--- config.mk ---
export PLATFORM = sky130hd
export DESIGN_NAME = tft_spi_receiver
export DESIGN_NICKNAME = d
export VERILOG_FILES = /design/src/rtl/tft_spi_receiver.sv
export SDC_FILE = /design/constraint.sdc
export NUM_CORES = 1
export LEC_CHECK = 0
export CAP_MARGIN = 20
export CORE_MARGIN = 10
export CORE_UTILIZATION = 55
export DETAILED_ROUTE_END_ITERATION = 10
export GPL_TIMING_DRIVEN = 0
export PLACE_DENSITY = 0.75
export SETUP_SLACK_MARGIN = 0.1
export SLEW_MARGIN = 20
export SYNTH_ARGS = -nofsm -noshare
export SYNTH_HDL_FRONTEND = slang
export SYNTH_SLANG_ARGS = --single-unit
export TNS_END_PERCENT = 20
--- constraint.sdc ---
create_clock -name MasterCLK -period 2.3 [get_ports MasterCLK]
set_input_delay 0.46 -clock MasterCLK [delete_from_list [all_inputs] [get_ports MasterCLK]]
set_output_delay 0.46 -clock MasterCLK [all_outputs]
set_load 0.01 [all_outputs]
--- src/rtl/tft_spi_receiver.sv ---
// tft_spi_receiver: oversampling SPI word decoder with valid/ready FIFO; TFT_SPI_RX_STATUS_EN adds WordCount
module tft_spi_receiver #(
  parameter int WordBits  = 16,
  parameter int FifoDepth = 4
) (
  input  logic                MasterCLK,
  input  logic                nRST,
  input  logic                SPI_CLK,
  input  logic                SPI_MOSI,
  input  logic                SPI_CS,
  input  logic                RS,
  output logic [WordBits-1:0] OutData,
  output logic                OutRS,
  output logic                OutValid,
  input  logic                OutReady,
  output logic                Overflow,
  output logic                FrameErr
`ifdef TFT_SPI_RX_STATUS_EN
  ,
  output logic [15:0]         WordCount
`endif
);
  localparam int AW = $clog2(FifoDepth);
  localparam int CW = $clog2(WordBits);
  localparam logic [CW-1:0] LastBit = CW'(WordBits - 1);
  typedef enum logic {IDLE, SHIFT} state_t;
  state_t state, stateNext;
  logic clkS1, clkS2, clkPrev, mosiS1, mosiS2, csS1, csS2, rsS1, rsS2;
  logic [1:0] warm;
  logic armed, rise, push, frameErrNext;
  logic [CW-1:0] cnt, cntNext;
  logic [WordBits-2:0] shiftReg, shiftNext;
  logic [WordBits-1:0] word;
  logic [WordBits:0] mem [FifoDepth];
  logic [AW:0] wrPtr, rdPtr;
  logic full, pop, wrEn;
  // Synchronizers; armed needs CS seen high on real samples, so a frame in flight at reset release is skipped
  always_ff @(posedge MasterCLK or negedge nRST)
    if (!nRST) begin
      {clkS1, clkS2, clkPrev, mosiS1, mosiS2, rsS1, rsS2} <= '0;
      {csS1, csS2} <= 2'b11;
      warm <= '0;
      armed <= 1'b0;
    end else begin
      {clkS1, clkS2, clkPrev} <= {SPI_CLK, clkS1, clkS2};
      {mosiS1, mosiS2} <= {SPI_MOSI, mosiS1};
      {csS1, csS2} <= {SPI_CS, csS1};
      {rsS1, rsS2} <= {RS, rsS1};
      warm <= {warm[0], 1'b1};
      armed <= armed | (warm[1] & csS2);
    end
  assign rise = clkS2 & ~clkPrev;
  assign word = {shiftReg, mosiS2};
  // FSM state, bit counter, shift register and frame error pulse
  always_ff @(posedge MasterCLK or negedge nRST)
    if (!nRST) begin
      state <= IDLE;
      cnt <= '0;
      shiftReg <= '0;
      FrameErr <= 1'b0;
    end else begin
      state <= stateNext;
      cnt <= cntNext;
      shiftReg <= shiftNext;
      FrameErr <= frameErrNext;
    end
  // Next-state: shift on synced rise, push on last bit, abort on CS release
  always_comb begin
    stateNext = state;
    cntNext = cnt;
    shiftNext = shiftReg;
    push = 1'b0;
    frameErrNext = 1'b0;
    if (state == IDLE) begin
      cntNext = '0;
      if (armed && !csS2) stateNext = SHIFT;
    end else if (csS2) begin
      stateNext = IDLE;
      cntNext = '0;
      frameErrNext = cnt != '0;
    end else if (rise) begin
      shiftNext = word[WordBits-2:0];
      push = cnt == LastBit;
      cntNext = push ? '0 : cnt + 1'b1;
    end
  end
  assign full = (wrPtr[AW] != rdPtr[AW]) && (wrPtr[AW-1:0] == rdPtr[AW-1:0]);
  assign OutValid = wrPtr != rdPtr;
  assign pop = OutValid & OutReady;
  assign wrEn = push & (~full | pop);
  assign {OutRS, OutData} = OutValid ? mem[rdPtr[AW-1:0]] : '0;
  // FIFO pointers and sticky overflow on a dropped word
  always_ff @(posedge MasterCLK or negedge nRST)
    if (!nRST) begin
      wrPtr <= '0;
      rdPtr <= '0;
      Overflow <= 1'b0;
    end else begin
      if (wrEn) wrPtr <= wrPtr + 1'b1;
      if (pop) rdPtr <= rdPtr + 1'b1;
      Overflow <= Overflow | (push & full & ~pop);
    end
  // FIFO storage; reads are masked while empty so no reset is needed
  always_ff @(posedge MasterCLK)
    if (wrEn) mem[wrPtr[AW-1:0]] <= {rsS2, word};
`ifdef TFT_SPI_RX_STATUS_EN
  // Accepted-word counter, wraps naturally
  always_ff @(posedge MasterCLK or negedge nRST)
    if (!nRST) WordCount <= '0;
    else if (wrEn) WordCount <= WordCount + 1'b1;
`endif
endmodule

==> Yosys cells after proc, flatten, opt, wreduce, memory -nomap -nowiden <==
Memories as Yosys holds them, arrays and structs flattened.
Index checks and enable logic that the tools add are counted.
W data, S select, Z words.
{ "word_totals": {"rom_bits": 0, "mem_count": 1, "latch_bits": 0, "input_bits": 7, "mem_bits_rw": 68, "out_inout_bits": 20, "wordCells": 60, "reg_bits": 40} }
{ "mem_list": {"columns": ["memory", "words", "word_bits", "rd", "rd_ports_with_merged_regs", "wr", "line_no", "source"], "rows": [
  ["mem", 4, 17, 1, 0, 1, "34", "logic [WordBits:0] mem [FifoDepth];"]
]} }
{ "classes": {"n_mux": 15, "bitwise": 13, "n_mul": 0, "n_lt_le_gt_ge": 0, "n_addsub": 3, "n_eq_ne": 5, "reduce_logical": 5, "div": 0, "shifts": 0} }
{ "op_table": {"columns": ["cell", "count"], "rows": [
  ["$mux W17", 1],
  ["$mux W4", 4],
  ["$mux W1", 10],
  ["$add A3 B1 Y3 const B", 2],
  ["$and A1 B1 Y1", 6],
  ["$add A4 B1 Y4 const B", 1],
  ["$eq A4 B4 Y1 const B", 1],
  ["$not A1 Y1", 4],
  ["$reduce_bool A4 Y1", 1],
  ["$ne A3 B1 Y1 const B", 1],
  ["$ne A3 B3 Y1", 1],
  ["$or A1 B1 Y1", 3],
  ["$reduce_and A3 Y1", 1],
  ["$eq A2 B2 Y1", 1],
  ["$logic_and A1 B1 Y1", 2],
  ["$logic_not A1 Y1", 1],
  ["$ne A1 B1 Y1", 1]
]} }

==> Longest topological paths before layout <==
Gate-level depths: netlist of run 1.
{ "depth": {"ltp_word": 8, "mapped_depth": 6, "ltp_nobuf": 5} }

==> Least setup slack after synthesis of run 1 <==
Ideal clock, no wire load.
{ "synth_timing": {"path_kind": "reg-to-output", "start": "register rdPtr[0]", "end": "output OutData[10]", "required_ns": 1.840, "path_stages_with_launch": 5, "t_arrival_ns": 1.545, "slack_ns": 0.295, "path_buffers": 2, "path_cell_list": "dfrtp_1 > buf_4 > buf_2 > mux4_2 > and2_1"} }
{ "synth_between": {"elab_chain_cells": 2, "word_cells_on_any_way": 3, "classes_between": "1 x eq/ne; 1 x mux; 1 x memory"} }
{ "synth_rtl": {"columns": ["item", "line_no", "source"], "rows": [
  ["start, declared", "35", "logic [AW:0] wrPtr, rdPtr;"],
  ["start signal, assigned", "100", "if (pop) rdPtr <= rdPtr + 1'b1;"],
  ["$mem_v2 Z4 W17 or $ne A3 B3 Y1 (tied branches)", null, null],
  ["$mux W17 *", "91", "assign {OutRS, OutData} = OutValid ? mem[rdPtr[AW-1:0]] : '0;"],
  ["end, declared", "12", "output logic [WordBits-1:0] OutData,"]
]} }
Mark *: on every way between the ends. The rest lies on a longest branch, timed or not.

==> Final worst setup path of run 1 <==
{ "layout_timing": {"start": "register rdPtr[0]", "end": "output OutData[9]"} }
Same word-level chain as after synthesis.

==> results_dict.tcl, run 1 <==
set metrics [dict create \
    skew_ns 0.0175 \
    maxSlewViolCount 0 \
    hold_viol 0 \
    synth_edf_count 68 \
    grt_usage 0.126 \
    arrival_ns 1.96 \
    initial_core_util 0.569 \
    cts_made_buffers 9 \
    tightest_slew_ns 0.596 \
    synth_area_per_cell_sq_um 18.9 \
    clock_path_buffers 2 \
    fmax_ghz 0.413 \
    die_h_um 107 \
    async_flop_share 0.370 \
    start_kind "flip-flop" \
    violations "negative setup slack" \
    period_minus_slack_ns 2.42 \
    drc_errors 0 \
    rsz0062_at_grt "true" \
    cp_slowest_cell "or3_4" \
    drtIter0Drc 82 \
    critPathTopFamily "simple AND/OR/NAND/NOR gates" \
    max_cap_violations 0 \
    synth_area_sq_um 4170 \
    path_max_fanout 5 \
    antenna_cells 0 \
    total_power_mw 5.03 \
    dieArea_sq_um 11500 \
    nets 286 \
    routed_wl_mm 6.87 \
    coreArea_sq_um 7330 \
    grt_max_degree 23 \
    io_pins 27 \
    period_share 1.05 \
    rrSetupSlack_ns 0.32 \
    dp_hpwl_mm 3.88 \
    powerDensity_nw_per_um2 999 \
    wire_per_inst_um 18.3 \
    setup_slack_ns -0.119 \
    clkSinkCount 108 \
    place_congestion 0.704 \
    ant_nets 0 \
    rows 31 \
    cts_root_buf "clkbuf_8" \
    ys_seq_area_frac 0.730 \
    ys.flop_type "edfxtp_1" \
    syn_to_final_growth_pct 20.9 \
    setup_viol 18 \
    status "finished, violations left" \
    clk_latency_ns 0.37 \
    peakVddDrop_uv 473 \
    viasPerCell 5.30 \
    cts_max_level 3 \
    cp-end-kind "output pin" \
    clk_pin_slew_ns 0.11 \
    grt_pass1_vias 2079 \
    cts_tree "built" \
    p_leak_nw 1.96 \
    critical_path.max_stage_delay_ns 0.46 \
    dieWidth_um 107 \
    syn_inst 221 \
    critical_path_buf_inv_count 3 \
    synth_cell_types 32 \
    crit_type "flip-flop to output pin" \
    port_buffers 26 \
    dr.pass1.iters 4 \
    ys_warn_count 0 \
    grt_first_pass_wirelength_mm 11.0 \
    drive_above_1_share 0.365 \
    grt-ovfl-total 0 \
    crit_chain "buf_12 -> xor2_2 -> or3_4 -> buf_8 -> and2_4 -> buf_2" \
    crit_required_ns 1.84 \
    hp-class "primary input to async pin" \
    synth_nets 235 \
    grt_antenna_before_repair 0 \
    yosys_register_bits 108 \
    hold_buffers 0 \
    vias 1994 \
    maxSlewHeadroom 0.603 \
    holdWs_ns 0.0859 \
]
-- layer usage --
layer / share of wire / track usage / up-vias / wire length, um
met5: 0 / 0 / - / 0
met1: 0.43 / 0.160 / 1010 / 2920
met4: 0.017 / 0.0629 / 0 / 114
met3: 0.060 / 0.0353 / 12 / 415
met2: 0.50 / 0.195 / 52 / 3410
li1: - / - / 920 / -
-- path summary, 6_finish.rpt --
path	from	to	depth (start not counted)
hold / removal	nRST	shiftReg[2]$_DFFE_PN0P_	1
setup / recovery	rdPtr[0]$_DFFE_PN0P_	OutData[9]	6
setup reg to reg	rdPtr[0]$_DFFE_PN0P_	rdPtr[1]$_DFFE_PN0P_	7
min in group MasterCLK	mosiS1$_DFF_PN0_	mosiS2$_DFF_PN0_	0
hold reg to reg	mosiS1$_DFF_PN0_	mosiS2$_DFF_PN0_	0
max in group asynchronous	nRST	csS2$_DFF_PN1_	2
-- cell type report --
type | instances | area [sq um]
Buffer | 8 | 96.3
Clock buffer | 9 | 124
Clock inverter | 7 | 55.1
Sequential cell | 108 | 3050
Timing Repair Buffer | 40 | 459
Fill cell | 445 | 2290
Inverter | 4 | 15.0
Tap cell | 99 | 124
Multi-Input combinational cell | 101 | 1120
-- flip-flops by register name, summed over array words and instances (netlist names) --
register  count
mem          68
clkS2         1
state         1
rdPtr         3
Overflow      1
rsS2          1
rsS1          1
csS2          1
clkPrev       1
FrameErr      1
mosiS1        1
cnt           4
csS1          1
armed         1
warm          2
wrPtr         3
shiftReg     15
mosiS2        1
clkS1         1
-- cells in the final DEF, fill, tap and decap left out, types with 5 or more instances in the layout --
| cell | Yosys | layout |
|---|---|---|
| and2_4 | 0 | 20 |
| buf_2 | 3 | 5 |
| buf_4 | 1 | 6 |
| buf_6 | 2 | 20 |
| clkbuf_8 | 0 | 9 |
| clkdlybuf4s50_1 | 0 | 7 |
| dfrtp_1 | 38 | 38 |
| edfxtp_1 | 68 | 68 |
| ha_1 | 7 | 7 |
| mux2_1 | 17 | 17 |
| mux4_2 | 17 | 17 |
| nor2_1 | 5 | 5 |
-- power by group --
group          internal [mW]  switching, mW
Clock                  0.408          0.643
Sequential              2.15         0.0739
Combinational           1.11          0.648
Total                   3.67           1.36
-- worst reg2reg max path: cells and delay by family (launching register included) --
| kind | cells | cell delay, ns |
|---|---|---|
| XOR/XNOR | 1 | 0.14 |
| buffers and inverters | 3 | 0.45 |
| flip-flops | 1 | 0.42 |
| multiplexers | 1 | 0.33 |
| AND/OR/NAND/NOR | 2 | 0.53 |
-- cell usage after synthesis (all sizes together) (2+ instances only) --
cell type,number,share of area
clkbuf,2,0.0018
nor2b,3,0.0051
dfstp,2,0.013
xor2,4,0.0084
buf,6,0.011
nor2,5,0.0045
nand2,5,0.0063
xnor2,4,0.0084
nand3,4,0.0048
a21o,2,0.0036
dfrtp,38,0.23
edfxtp,68,0.49
ha,7,0.021
inv,4,0.0036
mux4,17,0.092
mux2,17,0.046
and2,21,0.032
o21ai,2,0.0024
-- cell families (layout without fill, tap and decap cells) --
logic type / after synthesis / after routing / share of synthesized area
simple gates: 45 / 45 / 0.0678
other cells: 1 / 1 / 0.000899
buf+inv: 12 / 68 / 0.0162
compound gates: 6 / 6 / 0.00930
fa+ha+maj: 7 / 7 / 0.0210
flops: 108 / 108 / 0.730
xor+xnor: 8 / 8 / 0.0168
mux: 34 / 34 / 0.138
-- stage by stage --
stage	setup TNS, ns	instance area, sq um	utilization	setup WS (ns)	cells
6_report	-1.80	5040	0.688	-0.119	376
5_1_grt	-2.98	5040	0.688	-0.185	376
4_1_cts	-1.91	4880	0.666	-0.139	372
3_5_place_dp	-23.47	4580	0.624	-0.347	347
3_3_place_gp	-32.11	4550	0.621	-0.350	346
2_1_floorplan	0	4170	-	0.295	221
-- repair_timing --
| item | in CTS | in global routing |
|---|---|---|
| buffers inserted | 7 | 3 |
| setup endpoints to repair | 86 | 86 |
| pin swaps | 1 | 0 |
| gates resized for setup | 103 | 31 |
| cloned | 2 | 1 |
(Power assumes the default switching activity.)
==> run 2, diff against run 1 <==
CTS_CLUSTER_DIAMETER = 100   (was unset)
TNS_END_PERCENT = 100   (was 20)
==> results of run 2 <==
Same layout as run 1: the final DEF is identical, and so are final timing and power.
==> run 3, diff against run 2 <==
CORE_UTILIZATION = 40   (was 55)
PLACE_DENSITY = unset   (was 0.75)
==> results_dict.tcl, run 3 (synthesis gave the netlist of run 1 again) <==
set metrics [dict create \
    status "finished, violations left" \
    violations "negative setup slack" \
    dpl_cell_area_sq_um 4620 \
    endpoint "OutData[11]" \
    holdWs_ns 0.358 \
    dr.pass1.iters 4 \
    cp_common_cell "buf_6" \
    grt_max_degree 29 \
    cts_max_level 3 \
    maxSlewViolCount 0 \
    drive_above_1_share 0.366 \
    clkPwrFrac 0.213 \
    timing.rr.start "cnt[0]$_DFFE_PN0P_" \
    critical_path_buf_inv_count 4 \
    period_share 1.09 \
    crit_required_ns 1.84 \
    ant_nets 0 \
    grt_pass1_vias 2089 \
    dieWidth_um 122 \
    vias 1980 \
    cts_root_buf "clkbuf_8" \
    largest_reg_flops 68 \
    cts_tree "built" \
    period_minus_slack_ns 2.50 \
    setup_viol 18 \
    hp-class "flip-flop to flip-flop" \
    routed_wl_mm 7.01 \
    setup_tns_ns -2.91 \
    cp_slowest_cell "dfrtp_1" \
    antenna_cells 0 \
    p_sw_frac 0.271 \
    dp_cells 384 \
    hold_viol 0 \
    r2r.worst_path.cells 5 \
    rows 37 \
    dp_hpwl_mm 4.12 \
    drtIter0Drc 51 \
    cp_num_cells 7 \
    wl_met3_um 250 \
    rrSetupSlack_ns 0.33 \
    cts_made_buffers 9 \
    place_congestion 0.661 \
    coreArea_sq_um 10200 \
    grt_antenna_before_repair 0 \
    final_common_cell "edfxtp_1" \
    fmax_ghz 0.400 \
    drc_errors 0 \
    powerDensity_nw_per_um2 986 \
    clock_path_buffers 2 \
    wire_per_inst_um 16.9 \
    critPathTopFamily "simple AND/OR/NAND/NOR gates" \
    clkSinkCount 108 \
    nets 288 \
    dr_wl_met2_mm 3.72 \
    dp_slack_ns -0.409 \
    final_cell_mix "edfxtp_1, dfrtp_1, buf_6, and2_4" \
    grt_usage 0.101 \
    p_sw_mw 1.36 \
    peakVddDrop_uv 425 \
    arrival_ns 2.04 \
    final_util 0.496 \
    start_kind "flip-flop" \
    setup_slack_ns -0.199 \
    wl_met1_mm 2.95 \
    io_pins 27 \
    p_leak_nw 1.97 \
    dieArea_sq_um 14900 \
    stdcell_count 415 \
    power_frac_comb 0.343 \
    syn_to_final_growth_pct 21.7 \
    total_power_mw 5.01 \
    r2r-end "mem[2][8]$_DFFE_PP_" \
    grt_first_pass_wirelength_mm 11.5 \
    skew_ns 0.0157 \
    port_buffers 26 \
    seqPwrFrac 0.444 \
    crit_chain "buf_12 -> xor2_2 -> or3_4 -> buf_6 -> clkbuf_16 -> and2_4 -> buf_6" \
    viasPerCell 4.77 \
    path_max_fanout 5 \
    cp-startpoint "rdPtr[0]$_DFFE_PN0P_" \
    die_h_um 122 \
    clk_pin_slew_ns 0.10 \
    clk_latency_ns 0.36 \
    critical_path.max_stage_delay_ns 0.43 \
    crit_type "flip-flop to output pin" \
    grt-ovfl-total 0 \
    initial_core_util 0.408 \
    internal_power_mw 3.65 \
    rsz0062_at_grt "true" \
    top_layer_used "met4" \
    finalInstanceArea_sq_um 5070 \
    max_cap_violations 0 \
    cp-end-kind "output pin" \
]
-- run 3: timing repair --
action                                  CTS  global route
pin swaps                                 6             3
cloned                                    2             0
setup buffers                            12             1
endpoints found under the hold margin    12             0
gates resized for setup                 120            13
hold buffers                              1             0
endpoints found under the setup margin   86            86
-- run 3: layer usage --
metal / track usage / vias to the layer above
li1: - / 932
met1: 0.123 / 1016
met2: 0.172 / 25
met3: 0.0268 / 7
met4: 0.0331 / 0
met5: 0 / -
-- run 3: power groups by stage --
stage	Sequential, mW	Clock, mW	Combinational (mW)
2_1_floorplan	2.24	0	0.724
3_3_place_gp	2.25	0	1.21
3_5_place_dp	2.26	0	1.23
4_1_cts	2.22	1.09	1.71
5_1_grt	2.23	1.18	1.84
6_report	2.22	1.07	1.72
-- run 3: how the worst min path moves through the flow --
stage,endpoint,depth (start not counted),slack (ns),from
after floorplan,FrameErr$_DFF_PN0_,0,0.16,nRST
after global placement,rsS2$_DFF_PN0_,0,0.33,rsS1$_DFF_PN0_
after detailed placement,rsS2$_DFF_PN0_,0,0.34,rsS1$_DFF_PN0_
after CTS,csS2$_DFF_PN1_,0,0.36,csS1$_DFF_PN1_
after global routing,csS2$_DFF_PN1_,0,0.37,csS1$_DFF_PN1_
final,csS2$_DFF_PN1_,0,0.36,csS1$_DFF_PN1_
-- run 3: final cells by class --
cell class | count | area [sq um]
Buffer | 8 | 106
Clock inverter | 6 | 55.1
Sequential cell | 108 | 3050
Multi-Input combinational cell | 101 | 1120
Tap cell | 136 | 170
Timing Repair Buffer | 42 | 438
Inverter | 4 | 15.0
Fill cell | 856 | 5160
Clock buffer | 10 | 128
